### src/rtl/led_blink_sequencer_pkg.sv
// Shared state encoding and digit clamp constant for the LED blink sequencer.
package led_blink_sequencer_pkg;

    typedef enum logic [2:0] {
        IDLE = 3'd0,
        ON   = 3'd1,
        OFF  = 3'd2,
        GAP  = 3'd3,
        DONE = 3'd4
    } state_t;

    localparam int MAX_DIGIT = 9;

endpackage

### src/rtl/led_blink_sequencer_tick_gen.sv
// Loadable-period tick divider: tick is high when the counter equals period,
// after which the counter restarts; clear forces it back to zero.
module led_tick_gen #(
    parameter int CNT_W = 26
) (
    input  logic             clock,
    input  logic             reset,
    input  logic             clear,
    input  logic [CNT_W-1:0] period,
    output logic             tick
);

    logic [CNT_W-1:0] count;

    assign tick = (count == period);

    always_ff @(posedge clock) begin
        if (reset || clear || tick) begin
            count <= '0;
        end else begin
            count <= count + 1'b1;
        end
    end

endmodule

### src/rtl/led_blink_sequencer.sv
// Blinks the result LED (digit+1) times, then a trailing gap, then pulses done.
// Build with LED_BLINK_REPEAT_EN to loop the pattern until stop instead.
module led_blink_sequencer
    import led_blink_sequencer_pkg::*;
#(
    parameter int CNT_W     = 26,
    parameter int DIGIT_W   = 4,
    parameter int GAP_TICKS = 4
) (
    input  logic               clock,
    input  logic               reset,
    input  logic               start,
    input  logic [DIGIT_W-1:0] digit,
    input  logic [CNT_W-1:0]   on_count,
    input  logic [CNT_W-1:0]   off_count,
    input  logic               stop,
    output logic               busy,
    output logic               done,
    output logic               led,
    output logic [DIGIT_W-1:0] blink_idx
);

    localparam int GAP_W = $clog2(GAP_TICKS + 1);

    state_t             state, state_next;
    logic [CNT_W-1:0]   on_lat, on_lat_next;
    logic [CNT_W-1:0]   off_lat, off_lat_next;
    logic [DIGIT_W-1:0] digit_lat, digit_lat_next;
    logic [DIGIT_W-1:0] remaining, remaining_next;
    logic [DIGIT_W-1:0] blink_cnt, blink_cnt_next;
    logic [GAP_W-1:0]   gap_cnt, gap_cnt_next;
    logic [DIGIT_W-1:0] digit_clamped;
    logic [CNT_W-1:0]   period;
    logic               clear;
    logic               tick;

    assign digit_clamped = (digit > DIGIT_W'(MAX_DIGIT)) ? DIGIT_W'(MAX_DIGIT) : digit;

    led_tick_gen #(.CNT_W(CNT_W)) u_tick_gen (
        .clock  (clock),
        .reset  (reset),
        .clear  (clear),
        .period (period),
        .tick   (tick)
    );

    always_ff @(posedge clock) begin
        if (reset) begin
            state     <= IDLE;
            on_lat    <= '0;
            off_lat   <= '0;
            digit_lat <= '0;
            remaining <= '0;
            blink_cnt <= '0;
            gap_cnt   <= '0;
        end else begin
            state     <= state_next;
            on_lat    <= on_lat_next;
            off_lat   <= off_lat_next;
            digit_lat <= digit_lat_next;
            remaining <= remaining_next;
            blink_cnt <= blink_cnt_next;
            gap_cnt   <= gap_cnt_next;
        end
    end

    always_comb begin
        state_next     = state;
        on_lat_next    = on_lat;
        off_lat_next   = off_lat;
        digit_lat_next = digit_lat;
        remaining_next = remaining;
        blink_cnt_next = blink_cnt;
        gap_cnt_next   = gap_cnt;

        if (stop) begin
            state_next = IDLE;
        end else begin
            case (state)
                IDLE: begin
                    if (start) begin
                        state_next     = ON;
                        on_lat_next    = on_count;
                        off_lat_next   = off_count;
                        digit_lat_next = digit_clamped;
                        remaining_next = digit_clamped;
                        blink_cnt_next = '0;
                    end
                end
                ON: begin
                    if (tick) begin
                        state_next     = OFF;
                        blink_cnt_next = blink_cnt + 1'b1;
                    end
                end
                OFF: begin
                    if (tick) begin
                        if (remaining != '0) begin
                            state_next     = ON;
                            remaining_next = remaining - 1'b1;
                        end else begin
                            state_next   = GAP;
                            gap_cnt_next = '0;
                        end
                    end
                end
                GAP: begin
                    if (tick) begin
                        if (gap_cnt == GAP_W'(GAP_TICKS - 1)) begin
`ifdef LED_BLINK_REPEAT_EN
                            state_next     = ON;
                            remaining_next = digit_lat;
                            blink_cnt_next = '0;
`else
                            state_next = DONE;
`endif
                        end else begin
                            gap_cnt_next = gap_cnt + 1'b1;
                        end
                    end
                end
                DONE:    state_next = IDLE;
                default: state_next = IDLE;
            endcase
        end
    end

    // Counter restarts on every phase change and is held at zero outside the timed states.
    assign period    = (state == ON) ? on_lat : off_lat;
    assign clear     = (state_next != state) || (state == IDLE) || (state == DONE);

    assign busy      = (state == ON) || (state == OFF) || (state == GAP);
    assign done      = (state == DONE);
    assign led       = (state == ON);
    assign blink_idx = blink_cnt;

endmodule

### config.mk
export PLATFORM = sky130hd
export DESIGN_NAME = led_blink_sequencer
export DESIGN_NICKNAME = d
export VERILOG_FILES = /design/src/rtl/led_blink_sequencer_pkg.sv /design/src/rtl/led_blink_sequencer_tick_gen.sv /design/src/rtl/led_blink_sequencer.sv
export SDC_FILE = /design/constraint.sdc
export NUM_CORES = 1
export LEC_CHECK = 0
export ABC_AREA = 0
export CAP_MARGIN = 25
export CORE_MARGIN = 2
export CORE_UTILIZATION = 45
export CTS_CLUSTER_DIAMETER = 200
export CTS_CLUSTER_SIZE = 28
export DETAILED_ROUTE_END_ITERATION = 8
export PLACE_DENSITY = 0.68
export RECOVER_POWER = 100
export SYNTH_ARGS = -nofsm -noshare
export SYNTH_HDL_FRONTEND = slang
export SYNTH_SLANG_ARGS = --single-unit
export TNS_END_PERCENT = 50
### constraint.sdc
create_clock -name clock -period 4.4 [get_ports clock]
set_clock_uncertainty 0.05 [all_clocks]
set_input_delay 1.1 -clock clock [delete_from_list [all_inputs] [get_ports clock]]
set_output_delay 1.1 -clock clock [all_outputs]
set_load 0.1 [all_outputs]
==> results of run 1 <==
path summary, 6_finish.rpt:
kind	startpoint	endpoint	slack (ns)	cells past startpoint
worst max-delay path	state[0]	gap_cnt[2]	0.70	10
worst min-delay path	on_lat[25]	on_lat[25]	0.41	2
worst max register to register	state[0]	gap_cnt[2]	0.70	10
worst min register to register	on_lat[25]	on_lat[25]	0.41	2
where the power goes:
| part | total, mW | switching [mW] | internal (mW) |
|---|---|---|---|
| clock | 0.619 | 0.287 | 0.333 |
| sequential | 0.883 | 0.0251 | 0.858 |
| combinational | 0.213 | 0.110 | 0.103 |
| total | 1.72 | 0.422 | 1.29 |
critical path, stage by stage, from the launching register on:
cell,delay [ns]
dfxtp_1,0.52
or3b_1,0.43
inv_1,0.07
buf_4,0.19
mux2i_1,0.23
o22ai_1,0.11
a211o_1,0.27
or3_1,0.43
or3_1,0.46
nor3_1,0.46
mux2_2,0.39
synthesized netlist by cell type, types with 5 or more instances:
master / number / area share (%)
nand4_1: 8 / 1.1
dfxtp_1: 92 / 41
xnor2_1: 23 / 4.5
o21ai_0: 8 / 0.89
ha_1: 5 / 1.4
nor3_1: 10 / 1.1
nor2b_1: 6 / 0.84
or3_1: 6 / 0.84
clkbuf_1: 23 / 1.9
nor2_1: 44 / 3.7
nand2_1: 137 / 11
xor2_1: 16 / 3.1
o22ai_1: 6 / 0.84
nand3_1: 13 / 1.5
a21oi_1: 64 / 7.2
and3_1: 8 / 1.1
inv_1: 29 / 2.4
nand2b_1: 10 / 1.4
buf_2: 5 / 0.56
mux2i_1: 13 / 2.9
per-layer routing:
metal  GRT usage [%]  routed length (um)
met1           29.98                5144
met2           33.59                5257
met3           4.909                 845
met4           6.178                 138
met5               0                   0
cells by family after synthesis:
family | count (synthesis) | share of synthesized area, %
AOI/OAI and AO/OA | 109 | 14.85
and+or+nand+nor | 260 | 26.22
DFF | 92 | 41.15
buffers and inverters | 59 | 5.339
muxes | 15 | 3.411
adders and majority gates | 5 | 1.398
xor gates and xnor gates | 39 | 7.632
sequential cells by signal, summed over array words and instances, names as in the netlist:
| signal | cells |
|---|---|
| u_tick_gen.count | 26 |
| off_lat | 26 |
| blink_idx | 4 |
| state | 3 |
| on_lat | 26 |
| gap_cnt | 3 |
| remaining | 4 |
cell type report:
type	instances	area, sq um	share of cell area [%]
multi-input combinational	428	2392	43.94
sequential	92	1842	33.83
timing repair buffer	74	719.4	13.22
tap	133	166.4	3.057
clock buffer	11	141.4	2.597
inverter	29	108.9	2.000
clock inverter	4	73.82	1.356
==> results by group, run 1 <==
Placement
  • Placed inst area: ~5200 sq um
  • Dpl ws: just over 0.9 ns
  • Port bufs: 66
  • Gpl congestion: between 0.9 and 1
  • Placed Cells: roughly 760
  • Dpl hpwl: 8400 um

Cells and area
  • Most common cell after layout, fill and taps aside: nand2_1
  • Design area: around 5400 sq um
  • Commonest cells after routing, fill and taps aside: nand2_1, dfxtp_1, a21oi_1, clkdlybuf4s50_1, nor2_1
  • Ant. Diodes: 0
  • Area grow syn2layout: 21.64%
  • Layout Nets: 699
  • Finished Layout Cells: between 700 and 800
  • Layout Utilization: between 50% and 60%
  • Fill cells: 941
  • Share of cells above drive strength 1: ~4.5%

Logic synthesis
  • Top_reg_cell synth: dfxtp_1
  • Post-synthesis async set-or-reset flop share: 0%
  • Sequential element share of the synthesized area: between 40 and 50%
  • Netlist Area Pre-Place: roughly 4500 sq um
  • Cell variety after synth: 51
  • Post-Syn Area per Cell: between 7 and 8 sq um
  • Syn nets: about 640
  • Yosys reg bits: 92
  • Number of synthesized flops with an enable pin: 0
  • Mapped Cells: 579
  • Synth warn: 0

Routing
  • Initial DRT Pass Iterations: 7
  • Final ANT Viol Nets: 0
  • Drt drc: 0
  • Routed WL: 11390 um
  • Vias: between 4k and 5k
  • Iter 0 DRT Violations: approximately 320
  • Via density: ~5.3
  • Drt wl/cell: between 10 and 15 um

Clock network
  • Clock buffer depth: 2
  • CTS tree: built
  • # clock sinks: 92
  • Root Driver: clkbuf_8
  • Hold_buf cts: 0
  • Count of cells resized by post-cts repair: 0
  • Cts bufs inserted: 9
  • Clk_lat worst skew: approximately 0.37 ns
  • Max H-tree Level: 3
  • Post-CTS setup buffers: 0
  • Clock transition at path regs: roughly 0.080 ns

Critical path
  • Worst Path Required: roughly 4.6 ns
  • Worst endpoint data arrival time: approximately 4 ns
  • Worst Setup End Kind: flip-flop
  • Crit-path max FO: 13
  • Setup crit start kind: flip-flop
  • CP Class: reg2reg

Min path
  • Hold Path Class: reg2reg

GRT
  • Largest net degree at the start of global routing: between 60 and 70
  • Global-route wire length before repair: 18770 um
  • Total gr overflow: 0
  • Vias in the first global route: about 3.8k
  • Number of antenna violations at the first check in global routing: 0
  • GRT Total Usage: around 22%

Timing
  • Final setup margin: about 0.7 ns
  • Final hold violation count: 0
  • RSZ-0062 raised after global routing: no
  • Final Cycle Share: 84.17%
  • Least-Margin Pin Slew: between 1 and 1.5 ns
  • Peak Freq: 270.0 MHz
  • Slew Viols, Final: 0
  • Max-slew headroom: a little over a fifth
  • Crit path time final: approximately 3.7 ns
  • Setup TNS Final: 0 ns
  • Final hold slack: 0.4096 ns
  • Finish-stage setup viols: 0

Flow run
  • Max_cap viols: 0

Floorplan
  • Height of the die: ~100 um
  • I/O pin cnt: between 60 and 70
  • Initial core utilization: a little under half
  • Core ar.: 9729 sq um
  • Row count: 36
  • Die area: around 11000 sq um
  • Die Wd: ~100 um

Outcome
  • Outcome: finished clean

Power
  • Leakage: 1.960 nW
  • Total power: approximately 1.7 mW
  • Power density over the cells: about 320 nW/um^2
  • VDD IR-drop max: 0.1780 mV
(Power assumes the default switching activity.)
==> inputs of run 2 (changes only) <==
==> constraint.sdc (replaced) <==
create_clock -name clock -period 3.75 [get_ports clock]
set_clock_uncertainty 0.05 [all_clocks]
set_input_delay 0.9375 -clock clock [delete_from_list [all_inputs] [get_ports clock]]
set_output_delay 0.9375 -clock clock [all_outputs]
set_load 0.1 [all_outputs]
==> results by group, run 2 (synthesized netlist as in run 1, its figures left out) <==
Cells and area
  • Regs by FF count: off_lat (26), on_lat (26), u_tick_gen.count (26)
  • Commonest cells after routing, fill and taps aside: nand2_1, dfxtp_1, a21oi_1, clkdlybuf4s50_1, nor2_1
  • Ant. Diodes: 0 (unchanged)
  • Most common cell after layout, fill and taps aside: nand2_1
  • Reg area: 1842 sq um (unchanged)
  • Share of cells above drive strength 1: 5.625% (+1.1 points)
  • Fill cells: 987 (+4.9%)
  • Design area: 5405 sq um (-0.71%)
  • Layout Nets: 700 (+0.14%)
  • Finished Layout Cells: 773 (+0.26%)
  • Area grow syn2layout: 20.77%
  • Area occupied by multi-input gates: 2405 sq um (+0.52%)

Floorplan
  • Die area: 10760 sq um (unchanged)
  • Row count: 36 (unchanged)
  • Core ar.: 9729 sq um (unchanged)
  • Die Wd: 103.7 um (unchanged)
  • I/O pin cnt: 67 (unchanged)
  • Height of the die: 103.7 um (unchanged)
  • Initial core utilization: 46.00% (unchanged)

Timing
  • Final setup margin: 0.2309 ns (-0.4656 ns)
  • Final Cycle Share: 93.84% (+9.7 points)
  • Crit path time final: 3.519 ns (-0.1844 ns)
  • Finish-stage setup viols: 0 (unchanged)
  • Slew Viols, Final: 0 (unchanged)
  • Final hold slack: 0.4072 ns (-0.002402 ns)
  • Least-Margin Pin Slew: 1.172 ns (-0.01408 ns)
  • Final hold violation count: 0 (unchanged)
  • Max-slew headroom: 22.22% (+0.93 points)
  • RSZ-0062 raised after global routing: no
  • Peak Freq: 284.2 MHz (+5.2%)
  • Setup TNS Final: 0 ns (unchanged)

Routing
  • Initial DRT Pass Iterations: 5 (-2)
  • Routed WL: 11140 um (-2.2%)
  • Final ANT Viol Nets: 0 (unchanged)
  • Via density: 5.281 (-0.70%)
  • Drt wl/cell: 14.41 um (-2.4%)
  • Drt drc: 0 (unchanged)
  • Iter 0 DRT Violations: 243 (-23%)
  • Vias: 4082 (-0.44%)

Critical path
  • Worst Path Required: 3.96 ns (-0.65 ns)
  • Setup crit start kind: flip-flop
  • Worst endpoint data arrival time: 3.73 ns (-0.18 ns)
  • CP Class: reg2reg
  • Crit-path max FO: 12 (-1)
  • Worst Setup End Kind: flip-flop

GRT
  • Total gr overflow: 0 (unchanged)
  • Global-route wire length before repair: 18190 um (-3.1%)
  • GRT Total Usage: 21.07% (-0.49 points)
  • Number of antenna violations at the first check in global routing: 0 (unchanged)
  • Vias in the first global route: 3753 (-1.4%)
  • Largest net degree at the start of global routing: 61 (unchanged)

Clock network
  • Max H-tree Level: 3 (unchanged)
  • Root Driver: clkbuf_8
  • Clk_lat worst skew: 0.37 ns (about the same)
  • Cts bufs inserted: 9 (unchanged)
  • Post-CTS setup buffers: 0 (unchanged)
  • # clock sinks: 92 (unchanged)
  • Clock transition at path regs: 0.09 ns (about the same)
  • Clock buffer depth: 2 (unchanged)
  • Hold_buf cts: 0 (unchanged)
  • CTS tree: built
  • Count of cells resized by post-cts repair: 0 (unchanged)

Min path
  • Hold Path Class: reg2reg

Placement
  • Port bufs: 66 (unchanged)
  • Dpl hpwl: 8368 um (-0.38%)
  • Placed Cells: 756 (+0.13%)
  • Dpl ws: 0.2805 ns (-0.6551 ns)
  • Gpl congestion: 0.9156 (-2.4%)
  • Placed inst area: 5233 sq um (about the same)

Power
  • VDD IR-drop max: 0.1964 mV (+10%)
  • Power density over the cells: 350.6 nW/um^2 (+11%)
  • Leakage: 1.913 nW (-2.4%)

Outcome
  • Outcome: finished clean

Flow run
  • Max_cap viols: 0 (unchanged)
-- run 2: cell count changes in the layout (fill, tap and decap cells not counted), sizes merged --
cell	before	now
clkinvlp	0	3
inv	29	30
dlygate4sd3	6	1
buf	6	8
bufinv	2	0
clkbuf	15	19
clkdlybuf4s50	58	57
-- run 2: final timing paths --
check                      to  cells past startpoint         from  slack (ns)
hold / removal    off_lat[22]                      2  off_lat[22]        0.41
setup reg to reg   gap_cnt[2]                      9     state[0]        0.23
setup / recovery   gap_cnt[2]                      9     state[0]        0.23
hold reg to reg   off_lat[22]                      2  off_lat[22]        0.41
-- run 2: where the power goes --
group / internal (mW) / total [mW] / switching (mW)
clock network: 0.245 / 0.606 / 0.360
logic: 0.125 / 0.254 / 0.129
registers: 1.01 / 1.04 / 0.0287
total: 1.38 / 1.90 / 0.518
-- run 2: layout make-up --
class / count / share of cell area, %
Clock inverter: 6 / 0.9028
Timing Repair Buffer: 75 / 13.08
Sequential cell: 92 / 34.07
Inverter: 29 / 2.014
Clock buffer: 10 / 2.361
Multi-Input combinational cell: 428 / 44.49
Tap cell: 133 / 3.079
-- run 2: through the flow --
stage | power (mW) | util [%]
3_5_place_dp | 1.312 | 53.78
6_report | 1.895 | 55.56
5_1_grt | 1.992 | 55.56
3_3_place_gp | 1.307 | 53.78
4_1_cts | 1.911 | 55.59
2_1_floorplan | 1.201 | -
-- run 2: layer usage --
metal  up-vias  GRT usage [%]  wire [um]  share of wire, %
met2        79          34.72       5304                48
met5         -              0          0                 0
met3        16          4.594        530               4.8
met1      1919          27.45       5113                46
li1       2068              -          -                 -
met4         0          7.046        187               1.7
-- run 2: worst max-delay path, cell delays in order, from the launching register on --
cell	delay, ns
dfxtp_1	0.53
or3b_1	0.47
inv_1	0.25
mux2i_1	0.24
o22ai_1	0.10
a211o_1	0.25
or3_4	0.40
or3_1	0.45
nor3_2	0.32
mux2_2	0.37
